==> config.mk <==
export PLATFORM = sky130hd
export DESIGN_NAME = mem_line_ctrl
export DESIGN_NICKNAME = d
export VERILOG_FILES = /design/src/rtl/mips_mem_pkg.sv /design/src/rtl/mem_line_ctrl.sv
export SDC_FILE = /design/constraint.sdc
export NUM_CORES = 1
export LEC_CHECK = 0
export ABC_CLOCK_PERIOD_IN_PS = 4300
export BUFFER_PORTS_ARGS = -buffer_cell sky130_fd_sc_hd__buf_2
export CELL_PAD_IN_SITES_DETAIL_PLACEMENT = 1
export CELL_PAD_IN_SITES_GLOBAL_PLACEMENT = 2
export CORE_MARGIN = 3
export CORE_UTILIZATION = 36
export CTS_BUF_LIST = sky130_fd_sc_hd__clkbuf_8
export DETAILED_ROUTE_END_ITERATION = 8
export MAX_ROUTING_LAYER = met4
export PLACE_DENSITY_LB_ADDON = 0.3
export SLEW_MARGIN = 5
export SYNTH_ARGS = -nofsm -noshare
export SYNTH_HDL_FRONTEND = slang
export SYNTH_SLANG_ARGS = --single-unit
==> constraint.sdc <==
create_clock -name clk -period 4.3 [get_ports clk]
set_input_delay 1.075 -clock clk [delete_from_list [all_inputs] [get_ports clk]]
set_output_delay 1.075 -clock clk [all_outputs]
set_load 0.01 [all_outputs]
==> src/rtl/mips_mem_pkg.sv <==
// Shared definitions for the L1 line-transfer path: FSM states and line geometry.
package mips_mem_pkg;

    typedef enum logic [1:0] {
        StIdle,
        StWrite,
        StRead,
        StDone
    } line_state_e;

    localparam int unsigned LINE_W   = 128;
    localparam int unsigned WORD_W   = 32;
    localparam int unsigned BEATS    = 4;
    localparam int unsigned OFFSET_W = 4;

endpackage

==> src/rtl/mem_line_ctrl.sv <==
// Moves one 128-bit cache line to/from 32-bit memory as four handshaked word beats.
// Every output is registered; busy covers the whole transfer including the DONE cycle.
module mem_line_ctrl #(
    parameter int unsigned BEATS  = 4,
    parameter int unsigned ADDR_W = 32
) (
    input  logic              clk,
    input  logic              reset,
    input  logic              rd_req,
    input  logic [ADDR_W-1:0] rd_addr,
    input  logic              wr_req,
    input  logic [ADDR_W-1:0] wr_addr,
    input  logic [127:0]      wr_line,
    output logic              busy,
    output logic              fill_valid,
    output logic [ADDR_W-1:0] fill_addr,
    output logic [127:0]      fill_line,
    output logic              wr_done,
    output logic [ADDR_W-1:0] mem_addr,
    output logic              mem_re,
    output logic              mem_we,
    output logic [31:0]       mem_wdata,
    input  logic [31:0]       mem_rdata,
    input  logic              mem_ready
);
    import mips_mem_pkg::*;

    localparam logic [1:0] LastBeat = 2'(BEATS - 1);

    line_state_e       state_q, state_d;
    logic [1:0]        beat_q, beat_d;
    logic [ADDR_W-1:0] line_addr_q, line_addr_d;
    logic [LINE_W-1:0] wbuf_q, wbuf_d;
    logic [LINE_W-1:0] rbuf_q, rbuf_d;
    logic              busy_q, busy_d;
    logic              fill_valid_q, fill_valid_d;
    logic [ADDR_W-1:0] fill_addr_q, fill_addr_d;
    logic [LINE_W-1:0] fill_line_q, fill_line_d;
    logic              wr_done_q, wr_done_d;
    logic [ADDR_W-1:0] mem_addr_q, mem_addr_d;
    logic              mem_re_q, mem_re_d;
    logic              mem_we_q, mem_we_d;
    logic [WORD_W-1:0] mem_wdata_q, mem_wdata_d;
    logic [1:0]        beat_nxt;

    // Byte offset within the line is never used.
    logic unused_offset;
    assign unused_offset = ^{rd_addr[OFFSET_W-1:0], wr_addr[OFFSET_W-1:0]};

    assign beat_nxt = beat_q + 2'd1;

    always_comb begin
        state_d      = state_q;
        beat_d       = beat_q;
        line_addr_d  = line_addr_q;
        wbuf_d       = wbuf_q;
        rbuf_d       = rbuf_q;
        busy_d       = busy_q;
        fill_valid_d = 1'b0;
        fill_addr_d  = fill_addr_q;
        fill_line_d  = fill_line_q;
        wr_done_d    = 1'b0;
        mem_addr_d   = mem_addr_q;
        mem_re_d     = mem_re_q;
        mem_we_d     = mem_we_q;
        mem_wdata_d  = mem_wdata_q;

        unique case (state_q)
            StIdle: begin
                if (wr_req) begin
                    state_d     = StWrite;
                    beat_d      = 2'd0;
                    line_addr_d = {wr_addr[ADDR_W-1:OFFSET_W], {OFFSET_W{1'b0}}};
                    wbuf_d      = wr_line;
                    busy_d      = 1'b1;
                    mem_we_d    = 1'b1;
                    mem_addr_d  = {wr_addr[ADDR_W-1:OFFSET_W], {OFFSET_W{1'b0}}};
                    mem_wdata_d = wr_line[WORD_W-1:0];
                end else if (rd_req) begin
                    state_d     = StRead;
                    beat_d      = 2'd0;
                    line_addr_d = {rd_addr[ADDR_W-1:OFFSET_W], {OFFSET_W{1'b0}}};
                    busy_d      = 1'b1;
                    mem_re_d    = 1'b1;
                    mem_addr_d  = {rd_addr[ADDR_W-1:OFFSET_W], {OFFSET_W{1'b0}}};
                end
            end
            StWrite: begin
                if (mem_ready) begin
                    if (beat_q == LastBeat) begin
                        state_d   = StDone;
                        mem_we_d  = 1'b0;
                        wr_done_d = 1'b1;
                    end else begin
                        beat_d      = beat_nxt;
                        mem_addr_d  = {line_addr_q[ADDR_W-1:OFFSET_W], beat_nxt, 2'b00};
                        mem_wdata_d = wbuf_q[{beat_nxt, 5'b0} +: WORD_W];
                    end
                end
            end
            StRead: begin
                if (mem_ready) begin
                    rbuf_d[{beat_q, 5'b0} +: WORD_W] = mem_rdata;
                    if (beat_q == LastBeat) begin
                        state_d      = StDone;
                        mem_re_d     = 1'b0;
                        fill_valid_d = 1'b1;
                        fill_addr_d  = line_addr_q;
                        fill_line_d  = rbuf_d;
                    end else begin
                        beat_d     = beat_nxt;
                        mem_addr_d = {line_addr_q[ADDR_W-1:OFFSET_W], beat_nxt, 2'b00};
                    end
                end
            end
            StDone: begin
                // Requests are ignored here so the requester can drop its level.
                state_d = StIdle;
                beat_d  = 2'd0;
                busy_d  = 1'b0;
            end
            default: state_d = StIdle;
        endcase
    end

    always_ff @(posedge clk) begin
        if (reset) begin
            state_q      <= StIdle;
            beat_q       <= 2'd0;
            line_addr_q  <= '0;
            wbuf_q       <= '0;
            rbuf_q       <= '0;
            busy_q       <= 1'b0;
            fill_valid_q <= 1'b0;
            fill_addr_q  <= '0;
            fill_line_q  <= '0;
            wr_done_q    <= 1'b0;
            mem_addr_q   <= '0;
            mem_re_q     <= 1'b0;
            mem_we_q     <= 1'b0;
            mem_wdata_q  <= '0;
        end else begin
            state_q      <= state_d;
            beat_q       <= beat_d;
            line_addr_q  <= line_addr_d;
            wbuf_q       <= wbuf_d;
            rbuf_q       <= rbuf_d;
            busy_q       <= busy_d;
            fill_valid_q <= fill_valid_d;
            fill_addr_q  <= fill_addr_d;
            fill_line_q  <= fill_line_d;
            wr_done_q    <= wr_done_d;
            mem_addr_q   <= mem_addr_d;
            mem_re_q     <= mem_re_d;
            mem_we_q     <= mem_we_d;
            mem_wdata_q  <= mem_wdata_d;
        end
    end

    assign busy       = busy_q;
    assign fill_valid = fill_valid_q;
    assign fill_addr  = fill_addr_q;
    assign fill_line  = fill_line_q;
    assign wr_done    = wr_done_q;
    assign mem_addr   = mem_addr_q;
    assign mem_re     = mem_re_q;
    assign mem_we     = mem_we_q;
    assign mem_wdata  = mem_wdata_q;

endmodule

==> summary.txt, run 1 <==
Detailed routing
  – Post-route ant nets: 0
  – DR vias/cell: 5.310
  – Via count: 18671
  – Initial DRT Pass Iterations: 5
  – First DRT Iteration DRCs: 1024
  – Routed WL: 71430 um
  – Avg WL per Cell: 20.32 um
  – Detailed-route DRC error count: 0

Global route
  – Initial antenna violation count: 18
  – Global-route wire length before repair: 110700 um
  – Vias in the first global route: 19413
  – GRT Total Usage: 23.91%
  – Largest net degree at the start of global routing: 115
  – Grt ovf: 0

Setup path
  – Worst setup endpoint: mem_wdata[1]$_SDFFE_PP0P_
  – Critical path arrival: 3.56 ns
  – Reg2reg end: mem_wdata[1]$_SDFFE_PP0P_
  – CP required: 4.88 ns
  – Critical path depth: 6
  – Worst Reg-to-Reg Cells: 6
  – Internal reg-to-reg setup slack: 1.32 ns
  – CP startpoint: beat_q[0]$_SDFFE_PP0P_
  – CP Capture Type: flip-flop
  – Worst setup SP type: flip-flop
  – Top delay family on crit path: compound AO/OA/AOI/OAI gates
  – Reg2Reg Launch Point: beat_q[0]$_SDFFE_PP0P_
  – Critical setup path kind: flip-flop to flip-flop
  – CP cell instances: buf_4 > ha_1 > nand2b_1 > a211o_2 > a211oi_1 > nor3_1
  – CP Buf/Inv Count: 1
  – Crit-path max FO: 42
  – Worst stage delay on the critical path: 0.79 ns
  – Worst path slowest cell: a211o_2

Logic synthesis
  – Area share of the largest cell type after synthesis: 49.84%
  – Yosys reg bits: 511
  – Cell variety after synth: 45
  – Most frequent cells after synthesis: dfxtp_1, nand2_1, nor2_1, a21oi_1, clkbuf_1
  – Top cells by area, synth: dfxtp_1, nand2_1, nor2_1, a21oi_1, a22oi_1
  – Top FF cell, synth: dfxtp_1
  – Area leader, netlist: dfxtp_1
  – Most frequent cell after synthesis: dfxtp_1
  – Mapped Area: 20520 um2
  – Synth warnings: 0
  – Sequential area share after synthesis: 49.84%
  – Post-synth ARST share: 0%
  – Syn avg cell area: 8.748 um2
  – Post-Syn Instances: 2346
  – Number of flops mapped to enable cells by yosys: 0

Timing
  – Setup violations, final: 0
  – Fin crit period: 2.983 ns
  – Final Hold Viols: 0
  – Setup Total Neg Slack: 0 ns
  – Tcrit/Tclk final: 69.38%
  – Final max-slew violation count: 0
  – Unrepaired setup endpoints after global routing: no
  – Slew HR: 35.70%
  – Least-Margin Pin Slew: 0.9622 ns
  – Max Fclk: 0.3352 GHz
  – Clk_skew: 0.02602 ns

Clock tree
  – Clock root buffer: clkbuf_8
  – CTS clk-pin slew, worst paths: 0.06 ns
  – CTS tree: built
  – PostCTS Resize Cnt: 0
  – Clk sinks: 511
  – H-tree depth: 3
  – Clock Latency Late Sink: 0.67 ns
  – Post-CTS Setup Inserts: 0
  – CTS Hold Buffers Added: 0
  – Clock Path Buffers: 3
  – Num CTS Buffers: 90

Floorplanning
  – Num rows: 86
  – Starting Density: 36.82%
  – Die footprint: 59910 um2
  – Io pins: 458
  – Core box area: 55740 um2
  – Die height: 244.8 um
  – Die W: 244.8 um

Final layout
  – Layout area overhead: 22.25%
  – Share of cells above drive strength 1: 26.45%
  – Fin area: 25090 um2
  – Final Util: 45.01%
  – Final nets: 2918

Place
  – Placed cell areas: 23150 um2
  – # port buffers: 443
  – Dpl hpwl: 45950 um
  – Routability Congestion: 0.8133

Pwr
  – Maximum VDD drop: 0.0003834 V
  – P per Cell Area: 552.6 nW/um2
  – Pleak: 10.46 nW

Status
  – Outcome: completed

Min path
  – Hold crit path type: flip-flop to flip-flop
  – Hold path cells: 2

Job
  – Max Cap Viol: 0
==> flip-flops by register name, summed over array words and instances, names as in the netlist <==
signal / count
beat_q: 2
fill_addr: 28
busy: 1
wr_done: 1
state_q: 2
mem_wdata: 32
mem_we: 1
fill_line: 128
mem_addr: 30
wbuf_q: 128
fill_valid: 1
rbuf_q: 128
line_addr_q: 28
mem_re: 1
==> cells by family (layout without fill, tap and decap cells) <==
logic type	Yosys count	count (layout)	share of synthesized area (%)
compound gates	548	548	19.09
fa+ha+maj	11	11	0.6706
flops	511	511	49.84
simple gates	949	949	19.95
buf+inv	262	660	5.414
other cells	1	25	0.01827
mux	64	64	5.017
==> worst min path at each step <==
| stage | startpoint | endpoint | slack, ns |
|---|---|---|---|
| 2_1_floorplan | wbuf_q[94]$_SDFFE_PP0P_ | wbuf_q[94]$_SDFFE_PP0P_ | 0.43 |
| 3_3_place_gp | mem_addr[28]$_SDFFE_PP0P_ | mem_addr[28]$_SDFFE_PP0P_ | 0.44 |
| 3_5_place_dp | mem_addr[13]$_SDFFE_PP0P_ | mem_addr[13]$_SDFFE_PP0P_ | 0.44 |
| 4_1_cts | fill_addr[18]$_SDFFE_PP0P_ | fill_addr[18]$_SDFFE_PP0P_ | 0.45 |
| 5_1_grt | fill_addr[6]$_SDFFE_PP0P_ | fill_addr[6]$_SDFFE_PP0P_ | 0.47 |
| 6_report | fill_addr[18]$_SDFFE_PP0P_ | fill_addr[18]$_SDFFE_PP0P_ | 0.45 |
==> final cells by class <==
cell class | instances | area [um2]
Tap cell | 748 | 935.9
Inverter | 10 | 37.54
Clock buffer | 113 | 1555
Timing Repair Buffer | 487 | 2670
Sequential cell | 511 | 10230
Antenna cell | 19 | 47.55
Multi-Input combinational cell | 1578 | 9278
Clock inverter | 50 | 334.1
Fill cell | 6631 | 30650
==> worst min-delay path, cell delays in order, from the launching register on <==
cell     delay (ns)
dfxtp_1        0.30
nand2_1        0.05
a21oi_1        0.05
==> power breakdown <==
| group | total [W] | switching [W] | leakage [nW] | internal [W] |
|---|---|---|---|---|
| Combinational | 0.00347 | 0.00232 | 5.20 | 0.00115 |
| Clock | 0.00469 | 0.00204 | 1.10 | 0.00265 |
| Sequential | 0.00570 | 0.000347 | 4.16 | 0.00535 |
| Total | 0.0139 | 0.00471 | 10.5 | 0.00915 |
==> through the flow <==
| step | total power [W] | std cells | hold WS [ns] | setup WS [ns] |
|---|---|---|---|---|
| 6_report | 0.01386 | 3516 | 0.4505 | 1.317 |
| 5_1_grt | 0.01472 | 3515 | 0.4726 | 1.093 |
| 4_1_cts | 0.01406 | 3497 | 0.4536 | 1.288 |
| 3_5_place_dp | 0.009307 | 3334 | 0.4447 | 1.130 |
| 3_3_place_gp | 0.009204 | 3334 | 0.4392 | 1.150 |
| 2_1_floorplan | 0.007996 | 2351 | 0.4329 | 1.530 |
==> cells in the final DEF (no fill, tap or decap), types with 31 or more instances in the layout <==
cell,count
clkbuf_8,113
mux2i_1,32
nor2b_1,32
a22oi_1,128
inv_1,46
mux4_2,31
a211oi_1,60
buf_2,442
nand2_1,413
dfxtp_1,510
buf_4,35
nor3_2,31
a221oi_1,98
nor3_1,129
nor2_1,324
a21oi_1,193
==> routing by layer <==
metal  part of all wire [%]  track usage, %  wire, um  vias to the layer above
met5                      0               -         0                        -
met4                    3.4           8.892      2420                        0
met3                    6.5           6.369      4668                      136
met2                     49           39.72     34740                      472
met1                     41           27.80     29600                     9168
li1                       -               -         -                     8895
Note: power is estimated with default switching activity, not from simulation.
==> run 2: changes to the inputs <==
--- a/config.mk
+++ b/config.mk
@@ -5,12 +5,12 @@
 export SDC_FILE = /design/constraint.sdc
 export NUM_CORES = 1
 export LEC_CHECK = 0
-export ABC_CLOCK_PERIOD_IN_PS = 4300
+export ABC_CLOCK_PERIOD_IN_PS = 2700
 export BUFFER_PORTS_ARGS = -buffer_cell sky130_fd_sc_hd__buf_2
 export CELL_PAD_IN_SITES_DETAIL_PLACEMENT = 1
 export CELL_PAD_IN_SITES_GLOBAL_PLACEMENT = 2
 export CORE_MARGIN = 3
-export CORE_UTILIZATION = 36
+export CORE_UTILIZATION = 30
 export CTS_BUF_LIST = sky130_fd_sc_hd__clkbuf_8
 export DETAILED_ROUTE_END_ITERATION = 8
 export MAX_ROUTING_LAYER = met4
==> constraint.sdc (replaced) <==
create_clock -name clk -period 2.7 [get_ports clk]
set_input_delay 0.675 -clock clk [delete_from_list [all_inputs] [get_ports clk]]
set_output_delay 0.675 -clock clk [all_outputs]
set_load 0.01 [all_outputs]
==> summary.txt, run 2 (same netlist as run 1, synthesis figures left out) <==
Job
  – Max Cap Viol: 0

Setup path
  – Worst path slowest cell: or3b_4
  – Reg2reg end: fill_line[53]$_SDFFE_PP0P_
  – Critical path depth: 7
  – Reg2Reg Launch Point: beat_q[1]$_SDFFE_PP0P_
  – Worst setup endpoint: fill_line[53]$_SDFFE_PP0P_
  – Top delay family on crit path: simple AND/OR/NAND/NOR gates
  – Worst Reg-to-Reg Cells: 7
  – CP required: 3.28 ns
  – CP Capture Type: flip-flop
  – Internal reg-to-reg setup slack: 0.30 ns
  – Critical setup path kind: flip-flop to flip-flop
  – Crit-path max FO: 23
  – Critical path arrival: 2.98 ns
  – Worst setup SP type: flip-flop
  – Worst stage delay on the critical path: 0.47 ns
  – CP startpoint: beat_q[1]$_SDFFE_PP0P_
  – CP Buf/Inv Count: 2
  – CP cell instances: inv_1 > ha_2 > or3b_4 > nor2_4 > buf_12 > a221oi_1 > nor3_1

Global route
  – Largest net degree at the start of global routing: 75
  – Grt ovf: 0
  – Vias in the first global route: 19560
  – GRT Total Usage: 20.93%
  – Initial antenna violation count: 10
  – Global-route wire length before repair: 113600 um

Timing
  – Final max-slew violation count: 0
  – Tcrit/Tclk final: 88.89%
  – Setup violations, final: 0
  – Unrepaired setup endpoints after global routing: no
  – Clk_skew: 0.02421 ns
  – Final Hold Viols: 0
  – Setup Total Neg Slack: 0 ns
  – Fin crit period: 2.400 ns
  – Least-Margin Pin Slew: 0.6318 ns
  – Max Fclk: 0.4166 GHz
  – Slew HR: 57.83%

Clock tree
  – Clock root buffer: clkbuf_8
  – CTS tree: built
  – CTS Hold Buffers Added: 0
  – H-tree depth: 3
  – Post-CTS Setup Inserts: 0
  – PostCTS Resize Cnt: 0
  – CTS clk-pin slew, worst paths: 0.06 ns
  – Clk sinks: 511
  – Clock Latency Late Sink: 0.67 ns
  – Clock Path Buffers: 3
  – Num CTS Buffers: 94

Final layout
  – Final Util: 37.84%
  – Filler cells: 7989
  – Layout area overhead: 24.47%
  – Share of cells above drive strength 1: 27.09%
  – Final nets: 2939
  – Commonest non-fill, non-tap cells in the layout: dfxtp_1, buf_2, nand2_1, nor2_1, a21oi_1
  – Most common cell after layout, fill and taps aside: dfxtp_1

Detailed routing
  – Post-route ant nets: 0
  – DR vias/cell: 5.146
  – Via count: 18751
  – First DRT Iteration DRCs: 926
  – Routed WL: 74650 um
  – Avg WL per Cell: 20.49 um
  – Initial DRT Pass Iterations: 5
  – Detailed-route DRC error count: 0

Min path
  – Hold crit path type: primary input to flip-flop
  – Hold path cells: 3

Pwr
  – Power share of the clock group: 33.0%
  – Pint: 0.01458 W
  – Register share of total power: 41.0%
  – Pwr Total: 0.02218 W
  – Sw Pwr: 0.007602 W
  – Sw Share: 34.27%
  – P per Cell Area: 868.4 nW/um2
  – Maximum VDD drop: 0.0006041 V
  – Comb power frac: 26.0%
  – Pleak: 10.58 nW

Floorplanning
  – Core box area: 67510 um2
  – Die height: 267.6 um
  – Die footprint: 71590 um2
  – Num rows: 95
  – Starting Density: 30.40%
  – Io pins: 458
  – Die W: 267.6 um

Place
  – # port buffers: 443
  – Dpl hpwl: 49330 um
  – Routability Congestion: 0.7895

Status
  – Outcome: completed
-- run 2: power groups by stage --
stage,combinational (W),clock [W],sequential (W)
after global placement,0.00576,0,0.00920
after global routing,0.00643,0.00793,0.00921
after detailed placement,0.00589,0,0.00924
final,0.00578,0.00732,0.00909
after floorplan,0.00344,0,0.00930
after CTS,0.00590,0.00757,0.00910
-- run 2: through the flow --
stage | hold WS (ns) | cells | setup slack [ns] | cell area (um2)
after floorplan | 0.4329 | 2351 | -0.06959 | 20540
after global placement | 0.4395 | 3476 | 0.3538 | 23670
after detailed placement | 0.4417 | 3476 | 0.2850 | 23670
after CTS | 0.1694 | 3634 | 0.2692 | 25520
after global routing | 0.1825 | 3644 | 0.1793 | 25550
final | 0.2455 | 3644 | 0.2999 | 25550
-- run 2: worst min path at each step --
stage	slack [ns]	endpoint	start
final	0.25	wbuf_q[88]$_SDFFE_PP0P_	wr_line[88]
after global routing	0.18	wbuf_q[42]$_SDFFE_PP0P_	wr_line[42]
after CTS	0.17	wbuf_q[104]$_SDFFE_PP0P_	wr_line[104]
after detailed placement	0.44	mem_addr[4]$_SDFFE_PP0P_	mem_addr[4]$_SDFFE_PP0P_
after global placement	0.44	mem_addr[20]$_SDFFE_PP0P_	mem_addr[20]$_SDFFE_PP0P_
after floorplan	0.43	wbuf_q[94]$_SDFFE_PP0P_	wbuf_q[94]$_SDFFE_PP0P_
-- run 2: worst reg2reg max path, delay by kind of cell (launching register included) --
kind,cells,cell delay (ns)
AOI/OAI and AO/OA,1,0.11
adders and majority gates,1,0.41
buffers and inverters,2,0.35
DFF,1,0.43
and+or+nand+nor,3,1.03
-- run 2: routing by layer --
| metal | track usage [%] | share of wire (%) |
|---|---|---|
| met5 | - | 0 |
| met4 | 5.925 | 2.4 |
| met3 | 5.365 | 6.3 |
| met2 | 34.74 | 49 |
| met1 | 25.17 | 43 |
-- run 2: layout make-up --
class	count	area, um2	area share (%)
multi-input cells	1578	9276	36.31
clock buffers	119	1638	6.411
flip-flops and latches	511	10230	40.05
well taps	873	1092	4.276
inverters	10	37.54	0.1469
clock inverters	39	210.2	0.8228
repair buffers	504	3035	11.88
diodes	10	25.02	0.09796
